[config.mk]
export PLATFORM = sky130hd
export DESIGN_NAME = rgb2gray
export DESIGN_NICKNAME = d
export VERILOG_FILES = /design/src/rtl/rgb2gray.sv
export SDC_FILE = /design/constraint.sdc
export NUM_CORES = 1
export LEC_CHECK = 0
export ABC_AREA = 1
export BUFFER_PORTS_ARGS = -buffer_cell sky130_fd_sc_hd__buf_4
export CORE_ASPECT_RATIO = 0.8
export CORE_MARGIN = 2
export CORE_UTILIZATION = 39
export CTS_BUF_LIST = sky130_fd_sc_hd__clkbuf_2 sky130_fd_sc_hd__clkbuf_4 sky130_fd_sc_hd__clkbuf_8
export DETAILED_ROUTE_END_ITERATION = 6
export PLACE_DENSITY_LB_ADDON = 0.15
export SLEW_MARGIN = 20
export SYNTH_ARGS = -nofsm -noshare
export SYNTH_HDL_FRONTEND = slang
export SYNTH_SLANG_ARGS = --single-unit
[constraint.sdc]
create_clock -name clk -period 4.2 [get_ports clk]
set_clock_uncertainty 0.2 [all_clocks]
set_input_delay 0.84 -clock clk [delete_from_list [all_inputs] [get_ports clk]]
set_output_delay 0.84 -clock clk [all_outputs]
set_load 0.005 [all_outputs]
[src/rtl/rgb2gray.sv]
// -----------------------------------------------------------------------------
// rgb2gray -- AXI4-Stream RGB888 to 8-bit luma converter
//
// Y = (77*R + 150*G + 29*B + 128) >> 8, two-stage pipeline with a global
// stall enable so the output beat holds while downstream is not ready.
//
// Parameters
//   width   active pixels per line  (frame checker only)
//   height  lines per frame         (frame checker only)
//
// Ports
//   clk              sole clock, rising edge
//   reset            asynchronous active-low reset
//   AXIS_In_tData    RGB pixel: R [23:16], G [15:8], B [7:0]
//   AXIS_In_tValid   upstream data valid
//   AXIS_In_tReady   block accepts input (the pipeline enable)
//   AXIS_In_tUser    start of frame
//   AXIS_In_tLast    end of line
//   AXIS_Out_tData   grayscale pixel
//   AXIS_Out_tValid  output data valid
//   AXIS_Out_tReady  downstream ready
//   AXIS_Out_tUser   start of frame, aligned with its pixel
//   AXIS_Out_tLast   end of line, aligned with its pixel
//   frame_err        sticky framing-error flag
//
// Optional feature: define RGB2GRAY_FRAME_CHECK_EN to enable x/y position
// counters and the framing checker. Without it frame_err is tied to 0.
// The datapath is the same in both builds.
// -----------------------------------------------------------------------------
module rgb2gray #(
    parameter int width  = 240,
    parameter int height = 200
) (
    input  logic        clk,
    input  logic        reset,
    input  logic [23:0] AXIS_In_tData,
    input  logic        AXIS_In_tValid,
    output logic        AXIS_In_tReady,
    input  logic        AXIS_In_tUser,
    input  logic        AXIS_In_tLast,
    output logic [7:0]  AXIS_Out_tData,
    output logic        AXIS_Out_tValid,
    input  logic        AXIS_Out_tReady,
    output logic        AXIS_Out_tUser,
    output logic        AXIS_Out_tLast,
    output logic        frame_err
);

    localparam int STAGES = 2;

    if (width < 2 || height < 1) begin : g_param_chk
        $error("rgb2gray: width must be >= 2 and height >= 1");
    end

    // Reset: asserts asynchronously, releases after two clk edges.
    logic [1:0] r_rst_sync;
    logic       w_rst_n;

    always_ff @(posedge clk or negedge reset) begin
        if (!reset) r_rst_sync <= 2'b00;
        else        r_rst_sync <= {r_rst_sync[0], 1'b1};
    end
    assign w_rst_n = r_rst_sync[1];

    // Pipeline enable. Held low until the synchronised release so nothing is
    // accepted while the pipeline is still in reset.
    logic [STAGES:1] r_vld_pipe;
    logic            w_en;
    logic            w_fire;

    assign w_en           = w_rst_n & (~r_vld_pipe[STAGES] | AXIS_Out_tReady);
    assign AXIS_In_tReady = w_en;
    assign w_fire         = AXIS_In_tValid & w_en;

    // Stage 1: weighted products (each fits 16 bits; their sum plus the
    // rounding constant peaks at 65408, so no overflow anywhere).
    logic [15:0] w_r, w_g, w_b;
    logic [15:0] r_p_r, r_p_g, r_p_b;
    logic        r_user1, r_last1;
    // Stage 2: rounded luma.
    logic [15:0] w_sum;
    logic [7:0]  r_gray;
    logic        r_user2, r_last2;

    assign w_r   = {8'd0, AXIS_In_tData[23:16]};
    assign w_g   = {8'd0, AXIS_In_tData[15:8]};
    assign w_b   = {8'd0, AXIS_In_tData[7:0]};
    assign w_sum = r_p_r + r_p_g + r_p_b + 16'd128;

    always_ff @(posedge clk or negedge w_rst_n) begin
        if (!w_rst_n) begin
            r_vld_pipe <= '0;
            r_p_r      <= '0;
            r_p_g      <= '0;
            r_p_b      <= '0;
            r_user1    <= 1'b0;
            r_last1    <= 1'b0;
            r_gray     <= '0;
            r_user2    <= 1'b0;
            r_last2    <= 1'b0;
        end else if (w_en) begin
            r_vld_pipe <= {r_vld_pipe[STAGES-1:1], AXIS_In_tValid};
            // Data registers load only behind a valid beat so bubbles leave
            // the last real pixel in place.
            if (AXIS_In_tValid) begin
                r_p_r   <= w_r * 16'd77;
                r_p_g   <= w_g * 16'd150;
                r_p_b   <= w_b * 16'd29;
                r_user1 <= AXIS_In_tUser;
                r_last1 <= AXIS_In_tLast;
            end
            if (r_vld_pipe[1]) begin
                r_gray  <= 8'(w_sum >> 8);
                r_user2 <= r_user1;
                r_last2 <= r_last1;
            end
        end
    end

    assign AXIS_Out_tValid = r_vld_pipe[STAGES];
    assign AXIS_Out_tData  = r_gray;
    assign AXIS_Out_tUser  = r_user2;
    assign AXIS_Out_tLast  = r_last2;

`ifdef RGB2GRAY_FRAME_CHECK_EN
    localparam int XW = $clog2(width);
    localparam int YW = (height > 1) ? $clog2(height) : 1;
    localparam logic [XW-1:0] X_LAST = XW'(width - 1);
    localparam logic [YW-1:0] Y_LAST = YW'(height - 1);

    logic [XW-1:0] r_x, w_x_cur;
    logic [YW-1:0] r_ycnt, w_y_cur;
    logic          r_frame_err;
    logic          w_x_end, w_y_end, w_bad;

    // A tUser beat is position (0,0) by definition; check and count from there.
    always_comb begin
        w_x_cur = AXIS_In_tUser ? '0 : r_x;
        w_y_cur = AXIS_In_tUser ? '0 : r_ycnt;
        w_x_end = (w_x_cur == X_LAST);
        w_y_end = (w_y_cur == Y_LAST);
        w_bad   = (AXIS_In_tUser & ((r_x != '0) | (r_ycnt != '0)))
                | (AXIS_In_tLast != w_x_end);
    end

    always_ff @(posedge clk or negedge w_rst_n) begin
        if (!w_rst_n) begin
            r_x         <= '0;
            r_ycnt      <= '0;
            r_frame_err <= 1'b0;
        end else if (w_fire) begin
            r_frame_err <= r_frame_err | w_bad;
            if (w_x_end) begin
                r_x    <= '0;
                r_ycnt <= w_y_end ? '0 : w_y_cur + YW'(1);
            end else begin
                r_x    <= w_x_cur + XW'(1);
                r_ycnt <= w_y_cur;
            end
        end
    end

    assign frame_err = r_frame_err;
`else
    logic w_unused;
    assign w_unused  = w_fire & AXIS_In_tUser & AXIS_In_tLast;
    assign frame_err = 1'b0;
`endif

endmodule
==> impl_metrics.csv <==
group,metric,value,unit
outcome,status,"finished clean",
drt,drtPass1Iterations,5,
setup_path,startpoint_type_of_the_worst_setup_path,"primary input",
die,core_area,16400,um2
worst_hold_path,min_path_type,"in2async",
setup_path,worst_ep_arrival_time,3.72,ns
synthesis,synth_ff_type,"sky130_fd_sc_hd__dfrtp_1",
setup_path,slowest_cell_on_crit_path,"sky130_fd_sc_hd__fa_1",
global_routing,grt_max_degree,58,
cts,cts_num_sinks,59,
synthesis,synth_cell_type_count,34,
synthesis,postSynthRegisterBits,59,
power,p_per_area,673,nW/um2
cells_and_area,antennaDiodeCount,0,
power,vdd_ir_drop_max,0.351,mV
global_routing,grt.overflow.total,0,
cells_and_area,synthToLayoutAreaGrowth,10.8,%
cts,post_cts_resized,0,
global_routing,grt_util_all_layers,0.172,
sta,fmax,0.271,GHz
die,initial_core_util,0.395,
run,drv_cap,0,
place,portBuffers,41,
cells_and_area,layout.cells.most_common,"sky130_fd_sc_hd__nand2_1",
drt,wl_per_cell,12.8,um
drt,drt-total-wl,13900,um
die,die_w,148,um
global_routing,global_route.usage.met3,0.0299,
drt,vias_cell,4.60,
cells_and_area,nets,1054,
global_routing,grt_pass1_vias,5054,
setup_path,worst-r2r-setup-slack,1.35,ns
drt,ant_nets,0,
setup_path,worstReg2RegEnd,"AXIS_Out_tData[5]",
global_routing,globalRouteMet2Util,0.249,
global_routing,antenna_violations_before_repair,0,
die,die_y,119,um
setup_path,worst-setup-path-type,"in2reg",
cts,post_cts_buffers,0,
cts,path_clk_slew,0.07,ns
setup_path,critPathBufInv,3,
cts,cts_tree,"built",
global_routing,grt_use_met1,0.266,
place,hpwl,11500,um
die,rows,42,
synthesis,synth_enable_flop_cells,0,
synthesis,yosysWarnings,0,
cts,h_tree_lvls,3,
cells_and_area,most-common-layout-cells,"sky130_fd_sc_hd__nand2_1 (184), sky130_fd_sc_hd__inv_1 (167), sky130_fd_sc_hd__ha_1 (125), sky130_fd_sc_hd__dfrtp_1 (58), sky130_fd_sc_hd__nand3_1 (50)",
synthesis,synth_async_sr_flop_share,1.00,
drt,drt_first_iter_violations,198,
die,ioPinCount,43,
cts,cts_buffers,9,
sta,max_slew_margin,0.475,
cts,cts-root-buf,"sky130_fd_sc_hd__clkbuf_8",
setup_path,slowest_delay,0.51,ns
setup_path,number_of_cells_on_the_worst_reg_to_reg_path,11,
synthesis,mapped_cells,818,
sta,final_period_demand_of_the_worst_path,3.68,ns
setup_path,path_delay_family,"adder cells",
power,post-layout-total-power,4.84,mW
cells_and_area,fillerInstances,1680,
sta,final_hold_vio_count,0,
drt,vias,4999,
sta,setup_repair_after_global_routing_missed_its_margin,"false",
setup_path,worst_setup_path_end_kind,"flip-flop",
sta,hold-worst-slack,0.0735,ns
setup_path,critical_path.reg2reg.startpoint,"r_p_r[6]",
setup_path,timing.critical_path.cells,"buf_4 > ha_1 > ha_1 > inv_1 > fa_1 > fa_1 > inv_1 > ha_1 > nand2_1 > nand2_1 > o21ai_0 > nand4_1 > nand3_1 > nand2_1",
synthesis,netlist_area,6490,um2
global_routing,busiest_layer,"met1",
die,die_area,17700,um2
synthesis,synth_sequential_area_ratio,0.227,
place,gp_routability_congestion,0.826,
cts,insertion_delay_to_the_later_sink_of_the_worst_skew_pair,0.35,ns
sta,tightest_slew,0.788,ns
power,pleak,4.11,nW
setup_path,critPathLaunch,"AXIS_In_tData[20]",
global_routing,grt_first_pass_wirelength,24400,um
cells_and_area,layout-drive-gt1-share,0.0843,
synthesis,syn_avg_cell_area,7.94,um2
sta,setup-violations-final,0,
drt,drcViolationCount,0,
cts,ctsHoldBuffers,0,
setup_path,path_depth,14,
sta,final.period_utilization,0.877,
setup_path,timing.critical_path.fanout_max,4,
setup_path,cp.required,4.24,ns
sta,final.setup.tns,0,ns
cts,ctsLongestPathBuffers,2,
synthesis,postSynthNetCount,1011,
sta,maxSlewViolCount,0,
registers in the layout (all words and copies together) (netlist names):
signal	cells
r_p_b	13
r_last1	1
r_vld_pipe	2
r_rst_sync	2
AXIS_Out_tLast	1
r_user1	1
r_p_g	15
r_p_r	15
AXIS_Out_tUser	1
AXIS_Out_tData	8
worst reg2reg max path: stages, from the launching register on:
cell and delay (ns):
sky130_fd_sc_hd__dfrtp_1 0.35, sky130_fd_sc_hd__inv_1 0.07, sky130_fd_sc_hd__fa_1 0.53, sky130_fd_sc_hd__inv_1 0.04, sky130_fd_sc_hd__ha_1 0.28, sky130_fd_sc_hd__ha_1 0.38, sky130_fd_sc_hd__a21oi_1 0.32, sky130_fd_sc_hd__nor2_1 0.10
sky130_fd_sc_hd__o21bai_1 0.22, sky130_fd_sc_hd__nand4_1 0.12, sky130_fd_sc_hd__nand3_1 0.11, sky130_fd_sc_hd__nand2_1 0.05
worst max path at each step:
stage,slack [ns],end
2_1_floorplan,0.51,r_p_g[14]
3_3_place_gp,0.14,r_p_r[13]
3_5_place_dp,0.16,r_p_r[13]
4_1_cts,0.53,r_p_r[13]
5_1_grt,0.27,r_p_g[14]
6_report,0.52,r_p_r[12]
report_power, final:
part           total, mW  switching [mW]  leakage (nW)  internal [mW]
registers          0.887           0.113         0.726          0.774
clock network      0.537           0.243         0.103          0.294
logic               3.42            2.10          3.28           1.31
total               4.84            2.46          4.11           2.38
cell families (layout without fill, tap and decap cells):
family | count (synthesis) | count (layout) | synth area share
buf+inv | 182 | 230 | 0.113
flops | 59 | 59 | 0.227
xor+xnor | 18 | 18 | 0.0243
simple gates | 295 | 295 | 0.191
other cells | 2 | 2 | 0.00116
fa+ha+maj | 163 | 163 | 0.358
compound gates | 99 | 99 | 0.0844
synthesized netlist by cell type (5+ instances only):
library cell / count / area share
sky130_fd_sc_hd__nand3_1: 50 / 0.039
sky130_fd_sc_hd__o21bai_1: 5 / 0.0058
sky130_fd_sc_hd__o21ai_1: 28 / 0.022
sky130_fd_sc_hd__fa_1: 38 / 0.12
sky130_fd_sc_hd__nand2_1: 184 / 0.11
sky130_fd_sc_hd__xor2_1: 6 / 0.0081
sky130_fd_sc_hd__xnor2_1: 12 / 0.016
sky130_fd_sc_hd__nand4_1: 9 / 0.0087
sky130_fd_sc_hd__buf_6: 6 / 0.010
sky130_fd_sc_hd__ha_1: 125 / 0.24
sky130_fd_sc_hd__dfrtp_1: 59 / 0.23
sky130_fd_sc_hd__nor3_1: 5 / 0.0039
sky130_fd_sc_hd__a21oi_1: 30 / 0.023
sky130_fd_sc_hd__nor2_1: 35 / 0.020
sky130_fd_sc_hd__inv_1: 167 / 0.097
sky130_fd_sc_hd__o21ai_0: 21 / 0.016
per-layer routing:
layer | up-vias | wire, um
met5 | - | 0
met4 | 0 | 121
met3 | 10 | 466
met2 | 81 | 5480
met1 | 2230 | 7800
li1 | 2678 | -
metrics by stage:
| stage | area (um2) | cells | setup slack (ns) | utilization |
|---|---|---|---|---|
| after floorplan | 6490 | 818 | 0.512 | - |
| after global placement | 7000 | 1070 | 0.140 | 0.426 |
| after detailed placement | 7000 | 1070 | 0.162 | 0.426 |
| after CTS | 7200 | 1086 | 0.532 | 0.438 |
| after global routing | 7200 | 1086 | 0.273 | 0.438 |
| final | 7200 | 1086 | 0.516 | 0.438 |
cell type report:
type | count | area (um2) | share of cell area
Tap cell | 220 | 275 | 0.0382
Multi-Input combinational cell | 577 | 4280 | 0.595
Clock inverter | 5 | 52.6 | 0.00730
Inverter | 171 | 642 | 0.0892
Timing Repair Buffer | 43 | 323 | 0.0449
Clock buffer | 11 | 145 | 0.0202
Sequential cell | 59 | 1480 | 0.205
Note: power is estimated with default switching activity, not from simulation.
